==> config.mk <==
export PLATFORM = sky130hd
export DESIGN_NAME = ts_packet_pacer_flat
export DESIGN_NICKNAME = d
export VERILOG_FILES = /design/src/rtl/ts_pkg.sv /design/src/rtl/ts_packet_pacer_if.sv /design/src/rtl/ts_null_gen.sv /design/src/rtl/ts_packet_pacer.sv /design/src/flat_wrapper.sv
export SDC_FILE = /design/constraint.sdc
export NUM_CORES = 1
export LEC_CHECK = 0
export BUFFER_PORTS_ARGS = -buffer_cell sky130_fd_sc_hd__buf_2
export CELL_PAD_IN_SITES_DETAIL_PLACEMENT = 1
export CELL_PAD_IN_SITES_GLOBAL_PLACEMENT = 1
export CORE_UTILIZATION = 38
export DETAILED_ROUTE_END_ITERATION = 16
export PLACE_DENSITY_LB_ADDON = 0.1
export REMOVE_ABC_BUFFERS = 1
export SETUP_SLACK_MARGIN = 0.15
export SYNTH_ARGS = -nofsm -noshare
export SYNTH_HDL_FRONTEND = slang
export SYNTH_HIERARCHICAL = 1
export SYNTH_SLANG_ARGS = --single-unit
==> constraint.sdc <==
create_clock -name clk -period 2.9 [get_ports clk]
set_input_delay 0.145 -clock clk [delete_from_list [all_inputs] [get_ports clk]]
set_output_delay 0.145 -clock clk [all_outputs]
set_load 0.02 [all_outputs]
==> src/rtl/ts_pkg.sv <==
// ts_pkg: shared constants and types for the TS packet pacer slice.
//   TS_SYNC_BYTE  MPEG2-TS sync byte (0x47)
//   TS_PKT_LEN    TS packet length in bytes
//   NULL_HDR      first four bytes of a null packet (PID 0x1FFF), index 0 first
//   TS_STUFF      stuffing byte used for the null-packet payload
//   pacer_state_t pacer FSM states
package ts_pkg;

  localparam logic [7:0] TS_SYNC_BYTE = 8'h47;
  localparam int         TS_PKT_LEN   = 188;
  localparam logic [7:0] TS_STUFF     = 8'hFF;

  // Packed so that NULL_HDR[0] is the first byte on the wire.
  localparam logic [3:0][7:0] NULL_HDR = {8'h10, 8'hFF, 8'h1F, 8'h47};

  typedef enum logic [2:0] {
    IDLE,
    HUNT,
    STREAM,
    GAP,
    NULL
  } pacer_state_t;

endpackage

==> src/rtl/ts_packet_pacer_if.sv <==
// ts_packet_pacer_if: TS byte stream from the pacer to the output/mux logic.
//   out_data   output byte
//   out_valid  out_data valid
//   out_sop    first byte of a packet (qualified by out_valid)
//   out_eop    last byte of a packet (qualified by out_valid)
// modport master: the pacer (drives); modport slave: the downstream consumer.
interface ts_packet_pacer_if;

  logic [7:0] out_data;
  logic       out_valid;
  logic       out_sop;
  logic       out_eop;

  modport master (output out_data, out_valid, out_sop, out_eop);
  modport slave  (input  out_data, out_valid, out_sop, out_eop);

endinterface

==> src/rtl/ts_null_gen.sv <==
// ts_null_gen: combinational map from byte index (0..187) to the byte of a
// null TS packet: 47 1F FF 10 followed by 0xFF stuffing.
//   idx   byte index within the packet
//   data  null-packet byte at that index
module ts_null_gen
  import ts_pkg::*;
#(
  parameter int IDX_WIDTH = 8
) (
  input  logic [IDX_WIDTH-1:0] idx,
  output logic [7:0]           data
);

  always_comb begin
    data = TS_STUFF;
    if (idx < IDX_WIDTH'(4)) begin
      data = NULL_HDR[idx[1:0]];
    end
  end

endmodule

==> src/rtl/ts_packet_pacer.sv <==
// ts_packet_pacer: read-side scheduler for the TS byte FIFO. Pops the FIFO,
// aligns on sync byte 0x47, emits 188-byte packets with a programmable
// inter-packet gap and inserts null packets when the FIFO runs low.
//   clk, rst                    clock, synchronous active-high reset
//   fifo_rdata/rempty/rcnt      FIFO read data (one cycle after pop), empty, level
//   fifo_ren                    FIFO pop strobe (combinational)
//   gap_cfg, null_en            gap length in cycles, null-insertion enable
//   out_if                      registered output byte stream (master)
//   pkt_cnt/null_cnt/sync_err_cnt  saturating statistics
module ts_packet_pacer
  import ts_pkg::*;
#(
  parameter int ADDR_WIDTH  = 4,
  parameter int PKT_LEN     = TS_PKT_LEN,
  parameter int GAP_WIDTH   = 8,
  parameter int START_LEVEL = 8,
  parameter int CNT_WIDTH   = 16
) (
  input  logic                  clk,
  input  logic                  rst,
  input  logic [7:0]            fifo_rdata,
  input  logic                  fifo_rempty,
  input  logic [ADDR_WIDTH:0]   fifo_rcnt,
  output logic                  fifo_ren,
  input  logic [GAP_WIDTH-1:0]  gap_cfg,
  input  logic                  null_en,
  ts_packet_pacer_if.master     out_if,
  output logic [CNT_WIDTH-1:0]  pkt_cnt,
  output logic [CNT_WIDTH-1:0]  null_cnt,
  output logic [CNT_WIDTH-1:0]  sync_err_cnt
);

  localparam int IDX_W = $clog2(PKT_LEN + 1);

  pacer_state_t         state_reg;
  logic [IDX_W-1:0]     idx_reg;       // index of the next byte to emit
  logic [IDX_W-1:0]     pops_reg;      // pops owned by the current packet
  logic [GAP_WIDTH-1:0] gap_cnt_reg;
  logic                 expect_sync_reg;
  logic                 rd_valid_reg;  // fifo_rdata holds a freshly popped byte
  logic [7:0]           out_data_reg;
  logic                 out_valid_reg;
  logic                 out_sop_reg;
  logic                 out_eop_reg;
  logic [CNT_WIDTH-1:0] pkt_cnt_reg;
  logic [CNT_WIDTH-1:0] null_cnt_reg;
  logic [CNT_WIDTH-1:0] sync_err_cnt_reg;

  logic         start_ok;
  logic         last_idx;
  logic         hunt_drop;
  logic [7:0]   null_byte;
  pacer_state_t exit_state;
  pacer_state_t done_state;

  ts_null_gen #(.IDX_WIDTH(IDX_W)) u_null_gen (
    .idx  (idx_reg),
    .data (null_byte)
  );

  assign start_ok  = fifo_rcnt >= (ADDR_WIDTH + 1)'(START_LEVEL);
  assign last_idx  = idx_reg == IDX_W'(PKT_LEN - 1);
  assign fifo_ren  = ((state_reg == HUNT) || (state_reg == STREAM)) && !fifo_rempty &&
                     (pops_reg < IDX_W'(PKT_LEN));
  // A non-sync byte arriving while hunting is dropped and gives its pop back,
  // so pops_reg only ever counts bytes that belong to the packet.
  assign hunt_drop = (state_reg == HUNT) && rd_valid_reg && (fifo_rdata != TS_SYNC_BYTE);

  // Shared IDLE/GAP exit decision; a real packet wins over a null packet.
  assign exit_state = start_ok ? HUNT : (null_en ? NULL : IDLE);
  // With a zero gap the exit decision is taken on the eop cycle itself.
  assign done_state = (gap_cfg == '0) ? exit_state : GAP;

  always_ff @(posedge clk) begin
    if (rst) begin
      state_reg        <= IDLE;
      idx_reg          <= '0;
      pops_reg         <= '0;
      gap_cnt_reg      <= '0;
      expect_sync_reg  <= 1'b0;
      rd_valid_reg     <= 1'b0;
      out_data_reg     <= '0;
      out_valid_reg    <= 1'b0;
      out_sop_reg      <= 1'b0;
      out_eop_reg      <= 1'b0;
      pkt_cnt_reg      <= '0;
      null_cnt_reg     <= '0;
      sync_err_cnt_reg <= '0;
    end else begin
      rd_valid_reg  <= fifo_ren;
      out_valid_reg <= 1'b0;
      out_sop_reg   <= 1'b0;
      out_eop_reg   <= 1'b0;
      unique case (state_reg)
        IDLE: begin
          state_reg       <= exit_state;
          expect_sync_reg <= 1'b1;
          idx_reg         <= '0;
          pops_reg        <= '0;
        end
        HUNT: begin
          pops_reg <= pops_reg + IDX_W'(fifo_ren) - IDX_W'(hunt_drop);
          if (rd_valid_reg) begin
            expect_sync_reg <= 1'b0;
            if (fifo_rdata == TS_SYNC_BYTE) begin
              out_valid_reg <= 1'b1;
              out_sop_reg   <= 1'b1;
              out_data_reg  <= fifo_rdata;
              idx_reg       <= IDX_W'(1);
              state_reg     <= STREAM;
            end else if (expect_sync_reg && (sync_err_cnt_reg != '1)) begin
              sync_err_cnt_reg <= sync_err_cnt_reg + CNT_WIDTH'(1);
            end
          end
        end
        STREAM: begin
          pops_reg <= pops_reg + IDX_W'(fifo_ren);
          // No byte arriving means the FIFO ran dry: hold the index and stall.
          if (rd_valid_reg) begin
            out_valid_reg <= 1'b1;
            out_data_reg  <= fifo_rdata;
            out_eop_reg   <= last_idx;
            idx_reg       <= idx_reg + IDX_W'(1);
            if (last_idx) begin
              if (pkt_cnt_reg != '1) pkt_cnt_reg <= pkt_cnt_reg + CNT_WIDTH'(1);
              state_reg       <= done_state;
              gap_cnt_reg     <= gap_cfg;
              expect_sync_reg <= 1'b1;
              idx_reg         <= '0;
              pops_reg        <= '0;
            end
          end
        end
        NULL: begin
          out_valid_reg <= 1'b1;
          out_data_reg  <= null_byte;
          out_sop_reg   <= (idx_reg == '0);
          out_eop_reg   <= last_idx;
          idx_reg       <= idx_reg + IDX_W'(1);
          if (last_idx) begin
            if (null_cnt_reg != '1) null_cnt_reg <= null_cnt_reg + CNT_WIDTH'(1);
            state_reg       <= done_state;
            gap_cnt_reg     <= gap_cfg;
            expect_sync_reg <= 1'b1;
            idx_reg         <= '0;
            pops_reg        <= '0;
          end
        end
        GAP: begin
          if (gap_cnt_reg <= GAP_WIDTH'(1)) begin
            state_reg       <= exit_state;
            expect_sync_reg <= 1'b1;
          end else begin
            gap_cnt_reg <= gap_cnt_reg - GAP_WIDTH'(1);
          end
        end
        default: state_reg <= IDLE;
      endcase
    end
  end

  assign out_if.out_data  = out_data_reg;
  assign out_if.out_valid = out_valid_reg;
  assign out_if.out_sop   = out_sop_reg;
  assign out_if.out_eop   = out_eop_reg;
  assign pkt_cnt          = pkt_cnt_reg;
  assign null_cnt         = null_cnt_reg;
  assign sync_err_cnt     = sync_err_cnt_reg;

endmodule

==> src/flat_wrapper.sv <==
// flat-port wrapper written by rule: the top's interface ports become plain ports
module ts_packet_pacer_flat import ts_pkg::*;
#(
  parameter int ADDR_WIDTH  = 4,
  parameter int PKT_LEN     = TS_PKT_LEN,
  parameter int GAP_WIDTH   = 8,
  parameter int START_LEVEL = 8,
  parameter int CNT_WIDTH   = 16
)
  (clk, rst, fifo_rdata, fifo_rempty, fifo_rcnt, fifo_ren, gap_cfg, null_en, pkt_cnt, null_cnt, sync_err_cnt, out_if_out_data, out_if_out_valid, out_if_out_sop, out_if_out_eop);
  ts_packet_pacer_if out_if_i ();
  input  logic clk;
  input  logic rst;
  input  logic [7:0] fifo_rdata;
  input  logic fifo_rempty;
  input  logic [ADDR_WIDTH:0] fifo_rcnt;
  output logic fifo_ren;
  input  logic [GAP_WIDTH-1:0] gap_cfg;
  input  logic null_en;
  output logic [CNT_WIDTH-1:0] pkt_cnt;
  output logic [CNT_WIDTH-1:0] null_cnt;
  output logic [CNT_WIDTH-1:0] sync_err_cnt;
  output wire logic [$bits(out_if_i.out_data)-1:0] out_if_out_data;
  output wire logic [$bits(out_if_i.out_valid)-1:0] out_if_out_valid;
  output wire logic [$bits(out_if_i.out_sop)-1:0] out_if_out_sop;
  output wire logic [$bits(out_if_i.out_eop)-1:0] out_if_out_eop;
  assign out_if_out_data = out_if_i.out_data;
  assign out_if_out_valid = out_if_i.out_valid;
  assign out_if_out_sop = out_if_i.out_sop;
  assign out_if_out_eop = out_if_i.out_eop;
  ts_packet_pacer #(.ADDR_WIDTH(ADDR_WIDTH), .PKT_LEN(PKT_LEN), .GAP_WIDTH(GAP_WIDTH), .START_LEVEL(START_LEVEL), .CNT_WIDTH(CNT_WIDTH)) u_core (.clk(clk), .rst(rst), .fifo_rdata(fifo_rdata), .fifo_rempty(fifo_rempty), .fifo_rcnt(fifo_rcnt), .fifo_ren(fifo_ren), .gap_cfg(gap_cfg), .null_en(null_en), .out_if(out_if_i), .pkt_cnt(pkt_cnt), .null_cnt(null_cnt), .sync_err_cnt(sync_err_cnt));
endmodule
* Word level (Yosys, flattened, before mapping) *
Cells that the tools add are included.

storage, ports and cells
  output and inout bits = 60
  register bits after elaboration = 88
  word-level logic and storage cells = 106

cells by class
  reductions and logical operators = 23
  bitwise gates (word level) = 1
  add/subtract/negate cells = 7
  mux-type cells = 41
  order comparisons = 5
  equality and inequality tests = 16

operator list
  kind                                                                          number
  8-bit two-way mux                                                             15
  8-bit case mux with 4 select lines                                            2
  16-bit by 1-bit adder with 16-bit output, second input constant               3
  16-bit != test, second input constant                                         3
  8-bit case mux with 3 select lines                                            2
  3-bit two-way mux                                                             8
  4-bit AND reduction                                                           6
  8-bit binary-select mux with 2-bit select                                     1
  8-bit logical NOT                                                             2
  3-bit case mux with 5 select lines                                            1
  8-bit by 1-bit adder with 8-bit output                                        1
  8-bit by 1-bit adder with 8-bit output, second input constant                 1
  8-bit by 7-bit equality test with 1-bit output, second input constant         1
  8-bit equality test, second input constant                                    1
  8-bit by 1-bit <= comparator with 1-bit output, second input constant         1
  8-bit by 3-bit less-than comparator with 1-bit output, second input constant  1
  8-bit less-than comparator, second input constant                             1
  1-bit two-way mux                                                             8
  2-bit by 1-bit != test with 1-bit output, second input constant               4
  8-bit by 7-bit != test with 1-bit output, second input constant               1
  8-bit by 1-bit subtractor with 8-bit output                                   1
  8-bit by 1-bit subtractor with 8-bit output, second input constant            1
  3-bit by 2-bit equality test with 1-bit output, second input constant         2
  3-bit AND reduction                                                           2
  17 further kinds                                                              24

* Depth between registers and ports, before layout *
  depth after elaboration = 8
  mapped depth = 15

* Modules after synthesis *
The synthesis kept the hierarchy.

modules (own cells, without submodules)
  module           area each (µm²)  seq. area each (µm²)  instances  cells each
  ts_packet_pacer  4845.9           1761.7                1          594
  ts_null_gen      138.9            0.0                   1          17

* Least setup slack after synthesis *
No wires, ideal clock.

  path type = reg2reg
  start point = register u_core.state_reg[0]
  end point = register u_core.pops_reg[6]
  path buffers = 1
  setup time = 0.128 ns
  period minus slack after synthesis = 3.377 ns
  slack = -0.477 ns
  required time = 2.772 ns
  data arrival time = 3.249 ns
  stages on the path, launching flop included = 16
  path through = dfxtp_1 > buf_6 > inv_1 > nor3_1 > nor2_1 > nor3_1 > ha_1 > ha_1 > inv_1 > ha_1 > and3_1 > a31oi_1 > mux2i_1 > xnor2_1 > a21oi_1 > nor2_1

on the way
  cells in the longest elaborated chain, start to end = 8
  elaborated cells between the ends (all ways) = 17
  those cells by class = 2 x add/sub; 4 x eq/ne; 3 x mux; 8 x reduce/logical

ends and longest elaborated chain
  item                                                                                                                     line                                            source
  from (decl)                                                                                                              ts_packet_pacer.sv:35                           pacer_state_t state_reg;
  from (signal assigned)                                                                                                   ts_packet_pacer.sv:96                           state_reg <= exit_state;
  from (signal assigned)                                                                                                   ts_packet_pacer.sv:126                          state_reg <= done_state;
  from (signal assigned)                                                                                                   ts_packet_pacer.sv:142                          state_reg <= done_state;
  3-bit by 1-bit equality test with 1-bit output / 3-bit by 2-bit equality test with 1-bit output (equally long branches)  ts_packet_pacer.sv:63                           assign fifo_ren = ((state_reg == HUNT) || (state_reg == STREAM)) && !fifo_rempty &&
  1-bit logical OR *                                                                                                       ts_packet_pacer.sv:63
  1-bit logical AND * (2 in a row)                                                                                         ts_packet_pacer.sv:63
  net fifo_ren                                                                                                             flat_wrapper.sv:17                              output logic fifo_ren;
  8-bit by 1-bit adder with 8-bit output *                                                                                 ts_packet_pacer.sv:102, ts_packet_pacer.sv:117
  branches (longest 2 deep; another with 8-bit by 1-bit subtractor with 8-bit output)                                      n/a
  8-bit case mux with 4 select lines *                                                                                     ts_packet_pacer.sv:94                           unique case (state_reg)
  to (signal assigned)                                                                                                     ts_packet_pacer.sv:102                          pops_reg <= pops_reg + IDX_W'(fifo_ren) - IDX_W'(hunt_drop);
  to (signal assigned)                                                                                                     ts_packet_pacer.sv:117                          pops_reg <= pops_reg + IDX_W'(fifo_ren);
  to (decl)                                                                                                                ts_packet_pacer.sv:37                           logic [IDX_W-1:0] pops_reg;

Mark *: on every way through the listed nets, which the timed path passes.
A chain may end at the register's enable or synchronous reset.

* Worst setup path in the final report *
  start point = register u_core.state_reg[0]
  end point = register u_core.pops_reg[4]

on the way
  cells in the longest elaborated chain, start to end = 8
  elaborated cells between the ends (all ways) = 17
  those cells by class = 2 x add/sub; 4 x eq/ne; 3 x mux; 8 x reduce/logical

ends and longest elaborated chain
  item
  branches (longest 8 deep; another with 8-bit by 1-bit adder with 8-bit output)

Several ways; the timed one is not identified.

==> flow_metrics.tcl <==
set metrics [dict create \
    status "complete, no violations" \
    grt_usage 0.202 \
    grt_max_degree 55 \
    met2_usage 0.332 \
    global_route.usage.met3 0.0275 \
    yosys_warnings 6 \
    first_pass_iters 4 \
    vias 4719 \
    viasPerCell 5.42 \
    clock-sinks 88 \
    synthArstFlopShare 0 \
    detail_route.wl_per_cell_um 15.5 \
    rsz0062_at_grt "true" \
    multi_input_area_sq_um 3060 \
    syn_inst 611 \
    min_path_type "in -> reg" \
    n_antenna_cell 0 \
    cp-start-kind "register" \
    r2r_start "u_core/state_reg[0]$_SDFFE_PP0P_" \
    port_buffers 81 \
    numCtsBuffers 9 \
    final_cells 871 \
    path_clk_slew_ns 0.06 \
    io_pins 85 \
    min_period_ns 2.72 \
    cts_buffer_depth 2 \
    totalWireLength_mm 13.5 \
    dp_hpwl_mm 9.75 \
    fin_crit_sh 0.938 \
    min_path_cells 2 \
    start_util 0.392 \
    setup_viol_count_final 0 \
    drc 0 \
    synth_area_leaders "dfxtp_1, nor2_1, xor2_1" \
    worst_pin_slew_ns 0.678 \
    netlist_area_sq_um 4980 \
    die_x_um 117 \
    die_area_sq_um 13600 \
    use_met1 0.269 \
    synth_largest_area_cell "dfxtp_1" \
    fin_tns_setup_ns 0 \
    hold_violations 0 \
    synthFlopType "dfxtp_1" \
    ff2ff_path_depth 14 \
    cp_max_fo 4 \
    synth-edff-count 0 \
    grt_pass1_wl_mm 21.7 \
    gp_congestion 0.832 \
    avgSynthCellArea_sq_um 8.16 \
    first_global_vias 4496 \
    cts_tree "built" \
    maxSlewViolCount 0 \
    synth_seq_area_share 0.353 \
    end_kind "register" \
    p_leak_nw 2.54 \
    die_h_um 117 \
    top_usage_layer "met2" \
    power_mw 3.64 \
    ir_drop_mv 0.249 \
    synth_seq_cells 88 \
    startpoint "u_core/state_reg[0]$_SDFFE_PP0P_" \
    synth_cell_types 66 \
    final.fill_count 1608 \
    dp.cells 853 \
    htree_levels 3 \
    skew_ns 0.00674 \
    grt_overflow 0 \
    final_nets 734 \
    synth_top_area_share 0.353 \
    cts_root_buffer "clkbuf_16" \
    slew_headroom 0.546 \
    drive_gt1_frac 0.229 \
    first_iter_violations 177 \
    worstPathRequired_ns 3.10 \
    rows 41 \
    core_area_sq_um 12700 \
    p_per_area_nw_per_um2 600 \
    max_clock_freq_mhz 368 \
    clkLatencyLatePin_ns 0.34 \
    cp_data_arrival_time_ns 2.92 \
    worstSetupPathType "reg -> reg" \
    seq_area_sq_um 1770 \
    hold_buffers 0 \
    antenna_found_initial 0 \
    ant_nets 0 \
    hp-start "fifo_rempty" \
    syn_to_final_growth_pct 21.9 \
    regToRegSetupSlack_ns 0.18 \
    maxCapViolCount 0 \
]
==> layer usage <==
metal / share of wire / vias to the layer above
li1: - / 2342
met1: 0.49 / 2296
met2: 0.47 / 66
met3: 0.027 / 15
met4: 0.012 / 0
met5: 0 / -
==> power by group <==
group | internal (mW) | total, mW | switching [mW]
Combinational | 0.370 | 0.946 | 0.576
Clock | 0.888 | 1.38 | 0.488
Sequential | 1.27 | 1.32 | 0.0549
Total | 2.52 | 3.64 | 1.12
==> kinds of logic after synthesis <==
family	count (synthesis)	synth area share
DFF	88	0.353
adders and majority gates	15	0.0377
and+or+nand+nor	284	0.300
buffers and inverters	49	0.0447
AOI/OAI and AO/OA	117	0.161
muxes	4	0.00803
xor gates and xnor gates	54	0.0949
==> cell usage in the layout (no fill, tap or decap), types with 19 or more instances in the layout <==
cell	netlist	final
nor2_1	95	93
dfxtp_1	88	85
buf_2	4	81
nand2_1	49	49
a21oi_1	43	43
xor2_1	36	36
buf_4	5	26
nand3_1	26	26
and3_1	24	23
o21ai_0	19	19
==> worst paths after layout <==
kind                                                      endpoint
worst max-delay path               u_core/pops_reg[4]$_SDFFE_PP0P_
worst min-delay path                u_core/rd_valid_reg$_SDFF_PP0_
worst max register to register     u_core/pops_reg[4]$_SDFFE_PP0P_
worst min register to register  u_core/gap_cnt_reg[1]$_SDFFE_PP0P_
==> cell usage after synthesis, drive strengths merged (2+ instances only) <==
| library cell | instances |
|---|---|
| and2 | 6 |
| nand3 | 26 |
| buf | 12 |
| nand3b | 5 |
| mux2i | 4 |
| a22oi | 2 |
| xnor2 | 18 |
| a31o | 2 |
| o211ai | 2 |
| and3 | 24 |
| a2bb2oi | 2 |
| a221oi | 4 |
| xor2 | 36 |
| or2 | 2 |
| nand4 | 15 |
| nand2b | 7 |
| nor2 | 96 |
| o22ai | 3 |
| o31a | 2 |
| clkbuf | 24 |
| or3 | 3 |
| inv | 13 |
| a211oi | 5 |
| a311oi | 4 |
| or3b | 3 |
| a31oi | 5 |
| o31ai | 3 |
| a211o | 2 |
| o21ai | 19 |
| nor3 | 13 |
| nand2 | 49 |
| o21a | 3 |
| and4 | 12 |
| nor4 | 8 |
| o211a | 2 |
| a21oi | 46 |
| nor3b | 8 |
| nor4b | 2 |
| ha | 15 |
| o41ai | 2 |
| dfxtp | 88 |
==> worst max-delay path, stage by stage, from the launching register on <==
cell and delay [ns]:
dfxtp_4 0.37, inv_1 0.06, nor3_2 0.17, nor2_2 0.07, nor3_2 0.23, ha_2 0.24
ha_2 0.28, inv_2 0.06, ha_2 0.19, nor4b_4 0.25, a31oi_4 0.07, a21oi_1 0.21
o22ai_1 0.11, a21oi_1 0.17, a21oi_1 0.08
==> repair_timing <==
action | 4_1_cts | 5_1_grt
buffers inserted | 0 | 2
endpoints found under the setup margin | 4 | 5
gates resized for setup | 5 | 14
pin swaps | 0 | 7
==> stage by stage <==
stage / hold slack (ns) / utilization / worst slack (ns) / area (sq um)
4_1_cts: 0.00329 / 0.473 / 0.164 / 6020
5_1_grt: 0.0216 / 0.477 / 0.0450 / 6070
2_1_floorplan: 0.214 / - / -0.775 / 4810
3_3_place_gp: 0.365 / 0.443 / 0.0961 / 5630
6_report: 0.0137 / 0.477 / 0.179 / 6070
3_5_place_dp: 0.357 / 0.443 / -0.0376 / 5630
==> layout make-up <==
type / count / area share
inverters: 13 / 0.00803
clock buffers: 11 / 0.0416
repair buffers: 108 / 0.102
multi-input cells: 474 / 0.504
clock inverters: 5 / 0.0169
flip-flops and latches: 88 / 0.291
well taps: 172 / 0.0354
Note: power is estimated with default switching activity, not from simulation.
